===== src/rtl/vga_sync_decoder.sv =====
// Receive-side 640x480 VGA timing decoder: recovers pixel position, checks line/frame lengths, reports lock.
// Optional error counter enabled with VGA_SYNC_DECODER_ERRCNT_EN (o_err_cnt tied to 0 otherwise).
//   state    | meaning
//   SEARCH   | waiting for a frame start, length checks ignored
//   TRACK    | counting consecutive good frames toward lock
//   LOCKED   | timing verified, position outputs valid
module vga_sync_decoder #(
    parameter int H_ACTIVE    = 640,
    parameter int H_FP        = 16,
    parameter int H_SYNC      = 96,
    parameter int H_BP        = 48,
    parameter int V_ACTIVE    = 480,
    parameter int V_FP        = 10,
    parameter int V_SYNC      = 2,
    parameter int V_BP        = 33,
    parameter int LOCK_FRAMES = 2
) (
    input  logic       i_clk,
    input  logic       i_rst,
    input  logic       i_pix_stb,
    input  logic       i_hs,
    input  logic       i_vs,
    output logic [9:0] o_x,
    output logic [8:0] o_y,
    output logic       o_active,
    output logic       o_frame_start,
    output logic       o_locked,
    output logic       o_err,
    output logic [7:0] o_err_cnt
);
    localparam logic [9:0] H_TOTAL = 10'(H_ACTIVE + H_FP + H_SYNC + H_BP);
    localparam logic [9:0] V_TOTAL = 10'(V_ACTIVE + V_FP + V_SYNC + V_BP);
    localparam logic [9:0] H_START = 10'(H_SYNC + H_BP);
    localparam logic [9:0] H_END   = 10'(H_SYNC + H_BP + H_ACTIVE - 1);
    localparam logic [9:0] V_START = 10'(V_SYNC + V_BP);
    localparam logic [9:0] V_END   = 10'(V_SYNC + V_BP + V_ACTIVE - 1);
    localparam logic [3:0] LOCK_N  = 4'(LOCK_FRAMES);

    localparam logic [1:0] ST_SEARCH = 2'd0;
    localparam logic [1:0] ST_TRACK  = 2'd1;
    localparam logic [1:0] ST_LOCKED = 2'd2;

    logic [1:0] state_q, state_d;
    logic [9:0] hcnt_q, hcnt_d;
    logic [9:0] vcnt_q, vcnt_d;
    logic [3:0] good_q, good_d;
    logic       hs_q, hs_d;
    logic       vs_line_q, vs_line_d;
    logic       vs_seen_q, vs_seen_d;
    logic [9:0] x_q, x_d;
    logic [8:0] y_q, y_d;
    logic       active_q, active_d;
    logic       fs_q, fs_d;
    logic       locked_q, locked_d;
    logic       err_q;
    logic       hs_fall, frm_start, viol, err_ev, vis;

    always_comb begin
        state_d   = state_q;
        hcnt_d    = hcnt_q;
        vcnt_d    = vcnt_q;
        good_d    = good_q;
        hs_d      = hs_q;
        vs_line_d = vs_line_q;
        vs_seen_d = vs_seen_q;
        hs_fall   = 1'b0;
        frm_start = 1'b0;
        viol      = 1'b0;
        err_ev    = 1'b0;
        if (i_pix_stb) begin
            hs_d    = i_hs;
            hs_fall = hs_q & ~i_hs;
            // a frame start only counts once a VS-high line has been seen since reset
            frm_start = hs_fall & vs_seen_q & vs_line_q & ~i_vs;
            if (hs_fall) begin
                hcnt_d    = '0;
                vs_line_d = i_vs;
                vs_seen_d = vs_seen_q | i_vs;
                if (hcnt_q != H_TOTAL - 10'd1) viol = 1'b1;
                if (frm_start) begin
                    vcnt_d = '0;
                    if (vcnt_q != V_TOTAL - 10'd1) viol = 1'b1;
                end else if (vcnt_q != V_TOTAL) begin
                    vcnt_d = vcnt_q + 10'd1;
                    if (vcnt_q == V_TOTAL - 10'd1) viol = 1'b1;
                end
            end else if (hcnt_q != H_TOTAL) begin
                hcnt_d = hcnt_q + 10'd1;
                if (hcnt_q == H_TOTAL - 10'd1) viol = 1'b1;
            end

            case (state_q)
                ST_SEARCH: begin
                    if (frm_start) begin
                        state_d = ST_TRACK;
                        good_d  = '0;
                    end
                end
                ST_TRACK, ST_LOCKED: begin
                    if (viol) begin
                        state_d = ST_SEARCH;
                        err_ev  = 1'b1;
                    end else if (frm_start && state_q == ST_TRACK) begin
                        good_d = good_q + 4'd1;
                        if (good_q + 4'd1 == LOCK_N) state_d = ST_LOCKED;
                    end
                end
                default: state_d = ST_SEARCH;
            endcase
        end

        // with no strobe the next-state equals the current state, so outputs recompute to the held values
        locked_d = (state_d == ST_LOCKED);
        vis      = locked_d && (hcnt_d >= H_START) && (hcnt_d <= H_END) &&
                   (vcnt_d >= V_START) && (vcnt_d <= V_END);
        x_d      = vis ? (hcnt_d - H_START) : '0;
        y_d      = vis ? 9'(vcnt_d - V_START) : '0;
        active_d = vis;
        fs_d     = i_pix_stb & vis & (hcnt_d == H_START) & (vcnt_d == V_START);
    end

    always_ff @(posedge i_clk) begin
        if (i_rst) begin
            state_q   <= ST_SEARCH;
            hcnt_q    <= '0;
            vcnt_q    <= '0;
            good_q    <= '0;
            hs_q      <= 1'b1;
            vs_line_q <= 1'b1;
            vs_seen_q <= 1'b0;
            x_q       <= '0;
            y_q       <= '0;
            active_q  <= 1'b0;
            fs_q      <= 1'b0;
            locked_q  <= 1'b0;
            err_q     <= 1'b0;
        end else begin
            state_q   <= state_d;
            hcnt_q    <= hcnt_d;
            vcnt_q    <= vcnt_d;
            good_q    <= good_d;
            hs_q      <= hs_d;
            vs_line_q <= vs_line_d;
            vs_seen_q <= vs_seen_d;
            x_q       <= x_d;
            y_q       <= y_d;
            active_q  <= active_d;
            fs_q      <= fs_d;
            locked_q  <= locked_d;
            err_q     <= err_ev;
        end
    end

`ifdef VGA_SYNC_DECODER_ERRCNT_EN
    logic [7:0] err_cnt_q, err_cnt_d;

    always_comb begin
        err_cnt_d = err_cnt_q;
        if (err_ev && err_cnt_q != 8'hFF) err_cnt_d = err_cnt_q + 8'd1;
    end

    always_ff @(posedge i_clk) begin
        if (i_rst) err_cnt_q <= '0;
        else       err_cnt_q <= err_cnt_d;
    end

    assign o_err_cnt = err_cnt_q;
`else
    assign o_err_cnt = '0;
`endif

    assign o_x           = x_q;
    assign o_y           = y_q;
    assign o_active      = active_q;
    assign o_frame_start = fs_q;
    assign o_locked      = locked_q;
    assign o_err         = err_q;
endmodule


===== config.mk =====
export PLATFORM = sky130hd
export DESIGN_NAME = vga_sync_decoder
export DESIGN_NICKNAME = d
export VERILOG_FILES = /design/src/rtl/vga_sync_decoder.sv
export SDC_FILE = /design/constraint.sdc
export NUM_CORES = 1
export LEC_CHECK = 0
export CAP_MARGIN = 15
export CELL_PAD_IN_SITES_DETAIL_PLACEMENT = 0
export CELL_PAD_IN_SITES_GLOBAL_PLACEMENT = 2
export CORE_UTILIZATION = 36
export DETAILED_ROUTE_END_ITERATION = 10
export GPL_ROUTABILITY_DRIVEN = 1
export PLACE_DENSITY_LB_ADDON = 0.1
export SLEW_MARGIN = 20
export SYNTH_ARGS = -nofsm -noshare
export SYNTH_HDL_FRONTEND = slang
export SYNTH_SLANG_ARGS = --single-unit

===== constraint.sdc =====
create_clock -name i_clk -period 8 [get_ports i_clk]
set_input_delay 2 -clock i_clk [delete_from_list [all_inputs] [get_ports i_clk]]
set_output_delay 2 -clock i_clk [all_outputs]
set_load 0.005 [all_outputs]

==> summary.txt, run 1 <==
Synth area leaders - dfxtp_1 (35%), nor2_1 (7.2%), ha_1 (5.9%), xnor2_1 (5.0%), nand2_1 (3.4%)
top-area cell type share of the netlist area - 35.0%
Worst slew margin - 45.3%
Final period util - 70.7%
sequential share of the synthesized area - 35.0%
IO Pins - 36
Core Region - 0.00785 mm²
Die W - 92.9 µm
clock sink count - 52
min cycle time layout - 5.66 ns
most frequent cells after synthesis - nor2_1 (57), dfxtp_1 (52), nand2_1 (27), inv_1 (17), xnor2_1 (17)
Synth Flop Type - dfxtp_1
Finished Layout Cells - 486
final setup violation count - 0
antenna violation net count after detailed routing - 0
flops & latches, synth - 52
CTS Buf Count - 5
cells after synthesis - 365
layout cells sized above 1 - 4.17%
Fmax achieved - 0.177 GHz
IO Port Bufs - 27
Yosys top cell by area - dfxtp_1
Initial Utilization - 37.9%
CTS clk-pin slew, worst paths - 0.11 ns
vias in the first global route - 2,480
Reg area - 0.00104 mm²
static leakage - 1.29 nW
Distinct cells, synth - 62
vias per inst - 5.42
routed wire length per instance - 15.8 µm
Post-synth EDFFs - 0
Max clock buf depth - 2
PD cells - 148 mW/mm²
clk_lat worst skew - 0.31 ns
sum of negative setup slack - 0 ns
post-cts resize count - 0
Final Max Tran Viols - 0
Critical Path End - o_x[9]$_SDFF_PP0_
CTS H-tree depth - 2
cell area after layout - 0.00338 mm²
Rows - 32
clock skew - 0.0125 ns
area grow syn2layout - 13.7%
Die H - 92.9 µm
RSZ-0062 raised after global routing - false
DIE AREA - 0.00863 mm²
gp weighted congestion - 0.815
startpoint types - input pin
crit path launch - i_pix_stb
antenna violations before repair - 0
outcome - complete, no violations
nets@finish - 402
GRT Overall Usage - 19.0%
Crit. End Element - register
end of the worst register-to-register path - o_x[9]$_SDFF_PP0_
crit-path max FO - 20
DP Cell Count - 478
Req. time, crit path - 8.16 ns
Total Routed Length - 7660 µm
HP Class - reg2reg
Worst Tran Pin Value - 0.817 ns
Root Driver - clkbuf_8
asr flop ratio synth - 0%
Max-cap violations - 0
Post-CTS Setup Repair Bufs - 0
most common cell in the synthesized netlist - nor2_1
Hold Buf Count CTS - 0
Avg Cell Area, Syn - 8.15 µm²
multi-input logic area - 0.00175 mm²
FF-to-FF setup slack - 4.50 ns
final hold vios - 0
dpl cell area - 0.00326 mm²
Post-Route Utilization - 43.1%
total power - 0.000499 W
Post-Syn Area - 0.00297 mm²
FF-to-FF Start - hs_q$_SDFFE_PP1P_
CTS tree - done
HPWL after DPL - 5480 µm
YS warnings - 0
arrival time worst endpoint - 5.82 ns
diodes inserted - 0
starting DRC count in detailed routing - 151
Congestion Overflow GR - 0
IR drop worst, VDD - 0.0646 mV
largest net degree at the start of global routing - 32
Fill cells - 845
global-route wire length before repair - 12,900 µm
FF-to-FF path depth - 10
first drt pass iteration count - 4
vias - 2,635
critical path class - in2reg
Remaining DRCs - 0
where the power goes:
part / switching, W / total, W / leakage (nW) / internal [W]
registers: 0.00000430 / 0.000266 / 0.420 / 0.000261
clock network: 0.0000940 / 0.000197 / 0.0614 / 0.000103
logic: 0.0000238 / 0.0000368 / 0.806 / 0.0000130
cell type report:
type | instances | share of cell area (%)
Timing Repair Buffer | 28 | 8.21
Sequential cell | 52 | 30.8
Multi-Input combinational cell | 279 | 51.8
Inverter | 17 | 1.89
Clock buffer | 6 | 2.44
Clock inverter | 2 | 1.15
Tap cell | 102 | 3.77
placed cells by master (no fill, tap or decap), drive strengths merged, types with 5 or more instances in the layout:
cell / synthesis / final
a21oi: 13 / 13
a31oi: 9 / 9
and3: 10 / 10
clkbuf: 11 / 6
clkdlybuf4s50: 0 / 27
conb: 1 / 8
dfxtp: 52 / 52
ha: 14 / 14
inv: 17 / 17
nand2: 27 / 27
nand3: 12 / 12
nand4: 6 / 6
nor2: 57 / 57
nor2b: 6 / 6
nor3: 15 / 15
nor4: 6 / 6
o21ai: 12 / 12
or3: 5 / 5
xnor2: 17 / 17
xor2: 7 / 7
how the worst min path moves through the flow:
stage	startpoint	to	slack [ns]	cells after the start
2_1_floorplan	vs_line_q$_SDFFE_PP1P_	vs_line_q$_SDFFE_PP1P_	0.43	2
3_3_place_gp	vs_line_q$_SDFFE_PP1P_	vs_line_q$_SDFFE_PP1P_	0.44	2
3_5_place_dp	vs_line_q$_SDFFE_PP1P_	vs_line_q$_SDFFE_PP1P_	0.45	2
4_1_cts	vs_line_q$_SDFFE_PP1P_	vs_line_q$_SDFFE_PP1P_	0.47	2
5_1_grt	vs_line_q$_SDFFE_PP1P_	vs_line_q$_SDFFE_PP1P_	0.50	2
6_report	vs_line_q$_SDFFE_PP1P_	vs_line_q$_SDFFE_PP1P_	0.47	2
state kept, by name, summed over array words and instances (netlist names):
name / flops
hcnt_q: 10
o_x: 10
vcnt_q: 10
o_y: 9
good_q: 4
state_q: 2
hs_q: 1
o_active: 1
o_err: 1
o_frame_start: 1
o_locked: 1
vs_line_q: 1
vs_seen_q: 1
critical path, cell delays in order:
cell and delay [ns]:
clkdlybuf4s50_1 0.75, nand3b_1 0.60, a41o_1 0.44, a32oi_1 0.34, inv_1 0.12, ha_1 0.25, a31oi_1 0.19, or3_1 0.20
a31oi_1 0.12, o211ai_2 0.67, nor2_1 0.13
kinds of logic (layout without fill, tap and decap cells):
kind of cell,Yosys count,in the layout,synth area share (%)
flip-flops,52,52,35.0
XOR/XNOR,24,24,7.07
AND/OR/NAND/NOR,167,167,29.0
AO/OA/AOI/OAI,63,63,14.8
buffers and inverters,41,53,7.03
other,1,8,0.126
multiplexers,3,3,1.05
adder cells (fa/ha/maj),14,14,5.89
metal layers:
layer	track usage, %	vias to the layer above	wire length (µm)
met4	4.36	0	31
li1	-	1307	-
met2	27.5	68	3200
met3	3.20	2	492
met5	0	-	0
met1	28.8	1258	3930
stage by stage:
step	hold slack (ns)	setup WS (ns)
final	0.466	2.34
after CTS	0.468	2.39
after global placement	0.438	2.17
after floorplan	0.427	3.72
after global routing	0.502	1.92
after detailed placement	0.450	2.08
Power figures use the tool's default switching activity.
==> inputs of run 2 (changes only) <==
Settings changed: CORE_UTILIZATION 36 to 33.
Clock period 8 ns to 5.45 ns, I/O delays scaled along.
==> run 2 against run 1 <==
Net effect: utilization is 3.8 points lower; clock power grew 46%; sequential cell count unchanged; setup slack lost 1.4 ns; global-route usage decreased by 1.4 points; cell area is 1.3% higher; die area is 8.9% higher; non-clock buffer count is 5 higher; hold slack got worse by 0.0025 ns; sequential share of layout area is 0.40 points lower; clock skew fell by 0.0021 ns; sequential power rose by 47%; critical endpoint is now o_x[2]$_SDFF_PP0_; largest cell class unchanged.
==> summary.txt, run 2 (synthesized netlist as in run 1, its figures left out) <==
outcome - complete, no violations
Die W - 96.9 µm
cell area after layout - 0.00343 mm²
HP Class - reg2reg
routed wire length per instance - 16.0 µm
clk_lat worst skew - 0.31 ns
Rows - 34
commonest non-fill, non-tap cell in the layout - nor2_1
diodes inserted - 0
Req. time, crit path - 5.68 ns
PD cells - 214 mW/mm²
Post-CTS Setup Repair Bufs - 0
Metal-1 WL - 4200 µm
Crit. End Element - register
final hold vios - 0
static leakage - 1.31 nW
Max-cap violations - 0
sum of negative setup slack - 0 ns
starting DRC count in detailed routing - 129
CTS Buf Count - 5
antenna violation net count after detailed routing - 0
IR drop worst, VDD - 0.0942 mV
Top Layer Used - met4
crit-path max FO - 20
area grow syn2layout - 15.2%
most frequent cells in the layout - nor2_1 (57), dfxtp_1 (52), nand2_1 (27), clkdlybuf4s50_1 (27)
final setup violation count - 0
clock sink count - 52
crit-path cells - clkdlybuf4s50_1 -> nand3b_1 -> nor2_1 -> nand2_1 -> o21ai_0 -> ha_1 -> a31oi_1 -> or3_1 -> a31oi_1 -> o211ai_2 -> nor2_1
Total Routed Length - 7960 µm
post-cts resize count - 0
routed wl met2 - 3350 µm
Crit-path slowest cell - clkdlybuf4s50_1
Fmax achieved - 0.224 GHz
total power - 0.000733 W
Final period util - 81.9%
Die H - 96.9 µm
HPWL after DPL - 5850 µm
layout cells sized above 1 - 5.40%
Root Driver - clkbuf_8
largest net degree at the start of global routing - 32
Final Max Tran Viols - 0
Max clock buf depth - 2
FF-to-FF Start - hcnt_q[0]$_SDFF_PP0_
IO Pins - 36
hold wc startpoint - vs_line_q$_SDFFE_PP1P_
vias in the first global route - 2,501
Initial Utilization - 34.1%
Hold Buf Count CTS - 0
global-route wire length before repair - 13,300 µm
CP peak stage delay - 0.47 ns
min cycle time layout - 4.47 ns
antenna violations before repair - 0
Core Region - 0.00872 mm²
pre-CTS WS - 0.654 ns
Worst slew margin - 41.8%
dpl cell area - 0.00331 mm²
PnR worst setup slack - 0.985 ns
first drt pass iteration count - 4
IO Port Bufs - 27
CTS tree - done
RSZ-0062 raised after global routing - false
nets@finish - 407
vias per inst - 5.29
GRT Overall Usage - 17.6%
Congestion Overflow GR - 0
Worst Tran Pin Value - 0.862 ns
routed wl met3 - 318 µm
gp weighted congestion - 0.871
Remaining DRCs - 0
critical path class - in2reg
clock skew - 0.0104 ns
crit path launch - i_hs
CTS clk-pin slew, worst paths - 0.11 ns
vias - 2,630
DIE AREA - 0.00940 mm²
arrival time worst endpoint - 4.69 ns
startpoint types - input pin
CTS H-tree depth - 2
## run 2: changes by cell type in the layout (fill, tap and decap cells not counted), sizes merged
cell  change
buf       +5
## run 2: critical path, delay by kind of cell
family / cells / cell delay, ns
AOI/OAI and AO/OA: 4 / 1.08
adders and majority gates: 1 / 0.37
buffers and inverters: 1 / 0.47
and+or+nand+nor: 5 / 1.40
## run 2: metrics by stage
stage                     hold WS (ns)  instances  util [%]
after floorplan                  0.427        372         -
after global placement           0.440        489      37.9
after detailed placement         0.450        489      37.9
after CTS                        0.465        497      39.3
after global routing             0.481        497      39.3
final                            0.464        497      39.3
## run 2: cell type report
type / count / area [µm²]
Timing Repair Buffer: 33 / 315
Multi-Input combinational cell: 279 / 1750
Tap cell: 108 / 135
Clock buffer: 6 / 82.6
Clock inverter: 2 / 38.8
Fill cell: 946 / 5290
Sequential cell: 52 / 1040
Inverter: 17 / 63.8
## run 2: report_power, final
part / switching (W) / internal [W]
registers: 0.00000683 / 0.000384
logic: 0.0000349 / 0.0000205
clock network: 0.000137 / 0.000150
## run 2: path summary, 6_finish.rpt
path	end	cells past startpoint	slack, ns
min reg2reg	vs_line_q$_SDFFE_PP1P_	2	0.46
min	vs_line_q$_SDFFE_PP1P_	2	0.46
max reg2reg	o_x[2]$_SDFF_PP0_	11	1.97
max	o_x[2]$_SDFF_PP0_	11	0.98
## run 2: per-layer routing
layer | GRT usage (%) | vias to the layer above
met5 | 0 | -
met1 | 25.9 | 1230
met3 | 2.53 | 10
met4 | 5.28 | 0
met2 | 26.4 | 74
li1 | - | 1316
==> inputs of run 3 (changes only) <==
Clock period 5.45 ns to 4.5 ns, I/O delays scaled along.
==> run 3 against run 2 <==
Net effect: setup slack got worse by 0.46 ns; cell count grew 1.0%; count of clock-buffer cells in the layout fell by 1.
==> summary.txt, run 3 (synthesized netlist as in run 1, its figures left out) <==
outcome - complete, no violations
hold depth - 2
Max-cap violations - 0
IO Pins - 36
starting DRC count in detailed routing - 143
GRT Overall Usage - 17.1%
Post-CTS Setup Repair Bufs - 0
Fmax achieved - 0.252 GHz
startpoint types - input pin
crit-path cells - clkdlybuf4s50_1 -> nand3_1 -> or3_1 -> a21oi_1 -> inv_1 -> ha_1 -> and3_1 -> o211a_1 -> a211oi_2 -> o211ai_2 -> buf_4 -> nor2_1
Req. time, crit path - 4.75 ns
global-route wire length before repair - 13,000 µm
vias in the first global route - 2,500
most frequent cells in the layout - nor2_1 (57), dfxtp_1 (52), nand2_1 (27), clkdlybuf4s50_1 (27)
clock sink count - 52
Worst Hold Endpoint - vs_line_q$_SDFFE_PP1P_
Die H - 96.9 µm
static leakage - 1.33 nW
sum of negative setup slack - 0 ns
Metal-1 WL - 3950 µm
largest net degree at the start of global routing - 32
vias - 2,658
FF-to-FF setup slack - 1.31 ns
CTS Buf Count - 5
Final Max Tran Viols - 0
Fill cells - 894
Hold Buf Count CTS - 0
arrival time worst endpoint - 4.22 ns
end of the worst register-to-register path - o_x[3]$_SDFF_PP0_
CTS H-tree depth - 2
diodes inserted - 0
Worst slew margin - 45.9%
layout cells sized above 1 - 6.60%
first drt pass iteration count - 4
Initial Utilization - 34.1%
CP peak stage delay - 0.63 ns
hold wc startpoint - vs_line_q$_SDFFE_PP1P_
FF-to-FF path depth - 12
FF-to-FF Start - hcnt_q[0]$_SDFF_PP0_
HPWL after DPL - 5770 µm
post-cts resize count - 0
Worst Tran Pin Value - 0.800 ns
min cycle time layout - 3.97 ns
final setup violation count - 0
clock skew - 0.00984 ns
nets@finish - 412
Remaining DRCs - 0
clk_lat worst skew - 0.31 ns
commonest non-fill, non-tap cell in the layout - nor2_1
IO Port Bufs - 27
antenna violations before repair - 0
routed wl met3 - 362 µm
DIE AREA - 0.00940 mm²
Final period util - 88.3%
Core Region - 0.00872 mm²
HP Class - reg2reg
CTS clk-pin slew, worst paths - 0.10 ns
Crit. End Element - register
CTS tree - done
routed wire length per instance - 15.8 µm
critical path class - in2reg
antenna violation net count after detailed routing - 0
Total Routed Length - 7930 µm
Rows - 34
Crit-path slowest cell - clkdlybuf4s50_1
Top Layer Used - met4
vias per inst - 5.29
Max clock buf depth - 2
Congestion Overflow GR - 0
final hold vios - 0
Die W - 96.9 µm
IR drop worst, VDD - 0.126 mV
Root Driver - clkbuf_8
routed wl met2 - 3570 µm
crit-path max FO - 12
worst hold slack - 0.469 ns
gp weighted congestion - 0.876
PD cells - 253 mW/mm²
area grow syn2layout - 16.2%
RSZ-0062 raised after global routing - false
==> run 3: report_power, final <==
| group | switching, W | internal, W | total [W] |
|---|---|---|---|
| clock network | 0.000167 | 0.000165 | 0.000332 |
| logic | 0.0000431 | 0.0000256 | 0.0000687 |
| registers | 0.00000789 | 0.000465 | 0.000473 |
==> run 3: worst max-delay path by stage <==
stage	start	endpoint	slack, ns	cells past startpoint
CTS	i_pix_stb	o_x[0]$_SDFF_PP0_	0.46	12
detailed placement	i_pix_stb	o_x[0]$_SDFF_PP0_	0.15	12
global placement	i_pix_stb	o_x[3]$_SDFF_PP0_	0.14	12
global route	i_pix_stb	o_x[6]$_SDFF_PP0_	0.20	12
finish	i_pix_stb	o_x[3]$_SDFF_PP0_	0.53	12
floorplan	i_pix_stb	o_x[1]$_SDFF_PP0_	1.09	13
==> run 3: cell type report <==
cell class / count / area [µm²] / area share (%)
Inverter: 17 / 63.8 / 1.85
Tap cell: 108 / 135 / 3.91
Timing Repair Buffer: 38 / 353 / 10.2
Multi-Input combinational cell: 279 / 1750 / 50.7
Clock inverter: 3 / 42.5 / 1.23
Clock buffer: 5 / 68.8 / 1.99
Sequential cell: 52 / 1040 / 30.1
==> run 3: layer usage <==
metal	track usage, %	vias up
li1	-	1333
met1	23.9	1248
met2	27.5	73
met3	2.67	4
met4	4.36	0
met5	0	-
==> run 3: through the flow <==
stage	util (%)	power [W]	cell area, µm²	std cells	setup WS (ns)
2_1_floorplan	-	0.000532	3000	372	1.09
3_3_place_gp	38.3	0.000554	3340	494	0.138
3_5_place_dp	38.3	0.000552	3340	494	0.154
4_1_cts	39.6	0.000885	3450	502	0.461
5_1_grt	39.6	0.000913	3450	502	0.199
6_report	39.6	0.000874	3450	502	0.528
==> run 3: critical path: cells and delay by family <==
family                   cells  cell delay, ns
AO/OA/AOI/OAI                4            0.95
AND/OR/NAND/NOR              4            0.97
adder cells (fa/ha/maj)      1            0.23
buffers and inverters        3            0.94
==> variant 1 (flow settings as in run 2) <==
Add an input register stage for `i_pix_stb`, cleared by the reset; this delays it by one clock. The other inputs are not delayed to match.
--- a/src/rtl/vga_sync_decoder.sv
+++ b/src/rtl/vga_sync_decoder.sv
@@ -41,4 +41,14 @@
     localparam logic [1:0] ST_LOCKED = 2'd2;
 
+    logic i_pix_stb_q;
+
+    always_ff @(posedge i_clk) begin
+        if (i_rst) begin
+            i_pix_stb_q <= '0;
+        end else begin
+            i_pix_stb_q <= i_pix_stb;
+        end
+    end
+
     logic [1:0] state_q, state_d;
     logic [9:0] hcnt_q, hcnt_d;
@@ -68,5 +78,5 @@
         viol      = 1'b0;
         err_ev    = 1'b0;
-        if (i_pix_stb) begin
+        if (i_pix_stb_q) begin
             hs_d    = i_hs;
             hs_fall = hs_q & ~i_hs;
@@ -117,5 +127,5 @@
         y_d      = vis ? 9'(vcnt_d - V_START) : '0;
         active_d = vis;
-        fs_d     = i_pix_stb & vis & (hcnt_d == H_START) & (vcnt_d == V_START);
+        fs_d     = i_pix_stb_q & vis & (hcnt_d == H_START) & (vcnt_d == V_START);
     end
 
Function: changed (Yosys sat finds a counterexample within 10 cycles, from zero or initial values and one cycle with i_rst high).
==> variant 1 against run 2 <==
Sequential power is 1% higher; count of clock-buffer cells in the layout shrank 1; total power grew 2.7%; sequential share of layout area is 0.41 points lower; sequential cell count up 1; critical path type unchanged; synthesized area increased by 2.9%; non-clock buffer count is the same; worst setup slack better by 0.19 ns; cell area up 3.3%; combinational power is 31% lower; routed wire length shrank 1.3%; largest cell class unchanged.
==> variant 1: results (changes against run 2) <==
[synthesis]
yosysWarnings = 0  ; unchanged
ys_seq_area_frac = 0.3467  ; was 0.3500
synth_cell_type_count = 60  ; was 62
synthTopCellsByCount = dfxtp_1, nor2_1, inv_1, nand2_1, nand3_1  ; was nor2_1, dfxtp_1, nand2_1
synthTopCellsByArea = dfxtp_1, nor2_1, ha_1  ; unchanged

[timing]
slew_headroom = 0.4234  ; was 0.4178
skew_ns = 0.007980  ; was 0.01040 ns

[grt]
grt_pass1_vias = 2633  ; was 2501
antenna_found_initial = 0  ; unchanged
use_met3 = 0.02863  ; was 0.02529
grt_use_met1 = 0.2046  ; was 0.2587
grtUsageTotal = 0.1685  ; was 0.1759
grt_pass1_wl_um = 12900  ; was 13300 um
grt_max_degree = 18  ; was 32
grt_use_met2 = 0.2996  ; was 0.2638

[power]
swShare = 0.2213  ; was 0.2435
vdd_ir_drop_max_mv = 0.1203  ; was 0.09420 mV
p_leak_nw = 1.314  ; was 1.310 nW

[drt]
drt_pass1_iterations = 6  ; was 4
routed_wl_um = 7851  ; was 7958 um
vias = 2693  ; was 2630
first_iter_violations = 69  ; was 129

[critical_path]
r2r_end = o_x[7]  ; was o_x[2]
critPathMaxFanout = 11  ; was 20
critPathArrivalTime_ns = 4.48  ; was 4.69 ns
r2r_setup_slack_ns = 1.70  ; was 1.97 ns
r2r-start = i_pix_stb_q  ; was hcnt_q[0]

[layout]
drive_gt1_frac = 0.07595  ; was 0.05398
final_net_count = 413  ; was 407
fill_cells = 921  ; was 946

[worst_hold_path]
hp-start = vs_line_q  ; unchanged

[placed_design]
gp_congestion = 0.8182  ; was 0.8714
dp_hpwl_um = 5885  ; was 5851 um
place_ws_ns = 0.8275  ; was 0.6541 ns

[status]
status = finished clean  ; unchanged

variant 1: cell count changes after synthesis, sizes merged, moves of 5 or more:
cell    before  now
nand3       12   19
and3        10    5
nor2        57   50
nand4        6   11
o21ai       12   18
nand2       27   20
clkbuf      11    5
o31ai        1    7
xnor2       17   10
variant 1: power by group through the flow:
stage               Clock [mW]  Combinational [mW]  Sequential [mW]
floorplan                    0              0.0311            0.401
global placement             0              0.0383            0.404
detailed placement           0              0.0385            0.404
CTS                      0.332              0.0387            0.395
global route             0.344              0.0432            0.396
finish                   0.319              0.0385            0.395
variant 1: worst max-delay path by stage:
stage / depth (start not counted) / startpoint / end
3_5_place_dp: 14 / i_hs / o_x[1]
5_1_grt: 12 / i_hs / o_x[2]
4_1_cts: 14 / i_hs / o_x[7]
3_3_place_gp: 14 / i_hs / o_x[7]
2_1_floorplan: 13 / i_hs / o_y[7]
6_report: 14 / i_hs / o_x[7]
variant 1: worst max-delay path, stage by stage:
cell and delay, ns:
clkdlybuf4s50_1 0.47, nand2b_1 0.25, buf_4 0.20, a21o_1 0.15
a21oi_1 0.39, inv_1 0.13, ha_1 0.22, nand2_1 0.06
nor3_1 0.05, nand4_1 0.12, or4bb_1 0.52, o2111ai_2 0.22
buf_4 0.28, nor3_2 0.06
variant 1: cell type report:
class                      instances  share of cell area
inverter                          20             0.02120
clock inverter                     3             0.01837
multi-input combinational        281              0.5141
timing repair buffer              33             0.08905
sequential                        53              0.2996
clock buffer                       5             0.01943
tap                              108             0.03816
variant 1: cells by family (layout without fill, tap and decap cells):
family / count (synthesis) / in the layout / synth area share
other: 1 / 8 / 0.001225
muxes: 7 / 7 / 0.02412
and+or+nand+nor: 171 / 171 / 0.3140
buffers and inverters: 42 / 61 / 0.06705
adders and majority gates: 14 / 14 / 0.05724
DFF: 53 / 53 / 0.3467
xor gates and xnor gates: 13 / 13 / 0.03720
AOI/OAI and AO/OA: 68 / 68 / 0.1525
variant 1: metal layers:
metal / up-vias / part of all wire
li1: 1346 / -
met1: 1288 / 0.47
met2: 48 / 0.49
met3: 11 / 0.028
met4: 0 / 0.015
met5: - / 0
variant 1: through the flow:
stage	power (mW)	hold slack, ns	cell area [sq um]	util	std cells
CTS	0.7660	0.5011	3541	0.4002	503
global route	0.7837	0.5403	3541	0.4002	503
detailed placement	0.4427	0.4850	3407	0.3850	495
finish	0.7531	0.4966	3541	0.4002	503
floorplan	0.4322	0.4607	3087	-	376
global placement	0.4425	0.4786	3407	0.3850	495
==> variant 2 (settings of run 2) <==
Made on the original files. The option `VGA_SYNC_DECODER_ERRCNT_EN` is turned on by a define.
--- a/src/rtl/vga_sync_decoder.sv
+++ b/src/rtl/vga_sync_decoder.sv
@@ -5,4 +5,6 @@
 //   TRACK    | counting consecutive good frames toward lock
 //   LOCKED   | timing verified, position outputs valid
+`define VGA_SYNC_DECODER_ERRCNT_EN
+
 module vga_sync_decoder #(
     parameter int H_ACTIVE    = 640,
Check against the original RTL: not equivalent (Yosys sat finds a counterexample within 10 cycles, from zero or initial values and one cycle with i_rst high).
==> variant 2 against run 2 <==
Hold slack got worse by 0.0048 ns; worst setup slack improved by 0.22 ns; critical endpoint is now o_frame_start; routed wire length rose by 14%; sequential cell count is 8 higher; synthesized cell count rose by 12%; critical path type unchanged; combinational power rose by 9.2%; global-route usage is 0.59 points lower; non-clock buffer count rose by 11; total power grew 24%; fmax rose by 5.1%; cell area grew 24%; synthesized area rose by 22%; critical path depth shrank 2; first-iteration DRC count decreased by 36%.
==> variant 2: results (changes against run 2) <==
[layout]
num-multi-input-gates = 305  ; was 279
nClkBuffers = 10  ; was 6
drive_gt1_frac = 0.1538  ; was 0.05398
seqCellArea_sq_um = 1201  ; was 1041 sq um
num-nonclk-inverters = 18  ; was 17
n_all_buffers = 44  ; was 33
fill_cells = 1092  ; was 946
instances_no_fill = 578  ; was 497
multi_input_area_share = 0.5181  ; was 0.5108

[timing]
fmax_ghz = 0.2353  ; was 0.2240 GHz
skew_ns = 0.01484  ; was 0.01040 ns

[grt]
grtUsageTotal = 0.1700  ; was 0.1759
grt_max_degree = 40  ; was 32
grt_pass1_vias = 2985  ; was 2501
grt_pass1_wl_um = 15140  ; was 13300 um

[placed_design]
placed_area_sq_um = 4058  ; was 3306 sq um
dp_hpwl_um = 6636  ; was 5851 um
placed_cells = 563  ; was 489
port_buffers = 35  ; was 27
place_ws_ns = 0.7962  ; was 0.6541 ns

[power]
swShare = 0.2504  ; was 0.2435
p_leak_nw = 1.453  ; was 1.310 nW
p_seq_uw = 448  ; was 390 uW
vdd_ir_drop_max_mv = 0.1154  ; was 0.09420 mV
clockPowerShare = 0.442  ; was 0.392
power_per_cell_area_nw_per_um2 = 214.5  ; was 213.9 nW/um^2

[clocking]
cts_made_buffers = 9  ; was 5
h-tree-depth = 3  ; was 2
clkLatencyLatePin_ns = 0.35  ; was 0.31 ns

[status]
status = finished clean  ; unchanged

[synthesis]
ys_seq_area_frac = 0.3322  ; was 0.3500
syn_area_per_cell_sq_um = 8.884  ; was 8.148 sq um
synthTopCellsByCount = dfxtp_1, nor2_1, nand2_1  ; was nor2_1, dfxtp_1, nand2_1
synthTopCellsByArea = dfxtp_1, ha_1, nor3_2  ; was dfxtp_1, nor2_1, ha_1
synth_cell_type_count = 77  ; was 62

[critical_path]
critPathArrivalTime_ns = 4.50  ; was 4.69 ns
r2r_end = o_frame_start  ; was o_x[2]
slowest_delay_ns = 0.91  ; was 0.47 ns
r2r_setup_slack_ns = 2.30  ; was 1.97 ns
reg2reg_depth = 8  ; was 11

[drt]
vias = 3075  ; was 2630
first_iter_violations = 82  ; was 129
routed_wl_um = 9109  ; was 7958 um

[floorplan]
tap_cells = 136  ; was 108

[worst_hold_path]
whs_path_depth = 2  ; unchanged

## variant 2: cell types whose count changed in the layout (fill, tap and decap cells not counted), sizes merged, moves of 8 or more
cell	run 2	this run
nor3	15	31
conb	8	0
nand4	6	16
dfxtp	52	60
nor2	57	36
clkdlybuf4s50	27	35
a21oi	13	25
## variant 2: worst max-delay path by stage
stage | from | endpoint | cells after the start
CTS | i_pix_stb | o_frame_start | 8
floorplan | i_vs | o_x[3] | 10
detailed placement | i_pix_stb | o_frame_start | 8
global placement | i_pix_stb | o_frame_start | 9
global route | i_pix_stb | o_frame_start | 13
finish | i_pix_stb | o_frame_start | 9
## variant 2: worst max-delay path, delay by kind of cell
| family | cells | cell delay [ns] |
|---|---|---|
| AOI/OAI and AO/OA | 1 | 0.17 |
| buffers and inverters | 2 | 1.15 |
| and+or+nand+nor | 6 | 1.81 |
## variant 2: layer usage
| layer | vias to the layer above | track usage | wire length (um) |
|---|---|---|---|
| met5 | - | 0 | 0 |
| met4 | 0 | 0.06458 | 117 |
| met3 | 10 | 0.03161 | 218 |
| met2 | 36 | 0.2839 | 4349 |
| met1 | 1489 | 0.2166 | 4424 |
| li1 | 1540 | - | - |
## variant 2: kinds of logic after synthesis
kind of cell,count (synthesis),share of synthesized area
simple gates,180,0.3194
xor+xnor,23,0.05571
mux,4,0.01107
fa+ha+maj,15,0.05190
flops,60,0.3322
compound gates,83,0.1706
buf+inv,42,0.05917
## variant 2: per-stage QoR
step / hold WS, ns / power, mW
6_report: 0.4589 / 0.9111
5_1_grt: 0.5032 / 0.9503
4_1_cts: 0.4620 / 0.9239
3_5_place_dp: 0.4509 / 0.5189
3_3_place_gp: 0.4497 / 0.5189
2_1_floorplan: 0.4271 / 0.4992
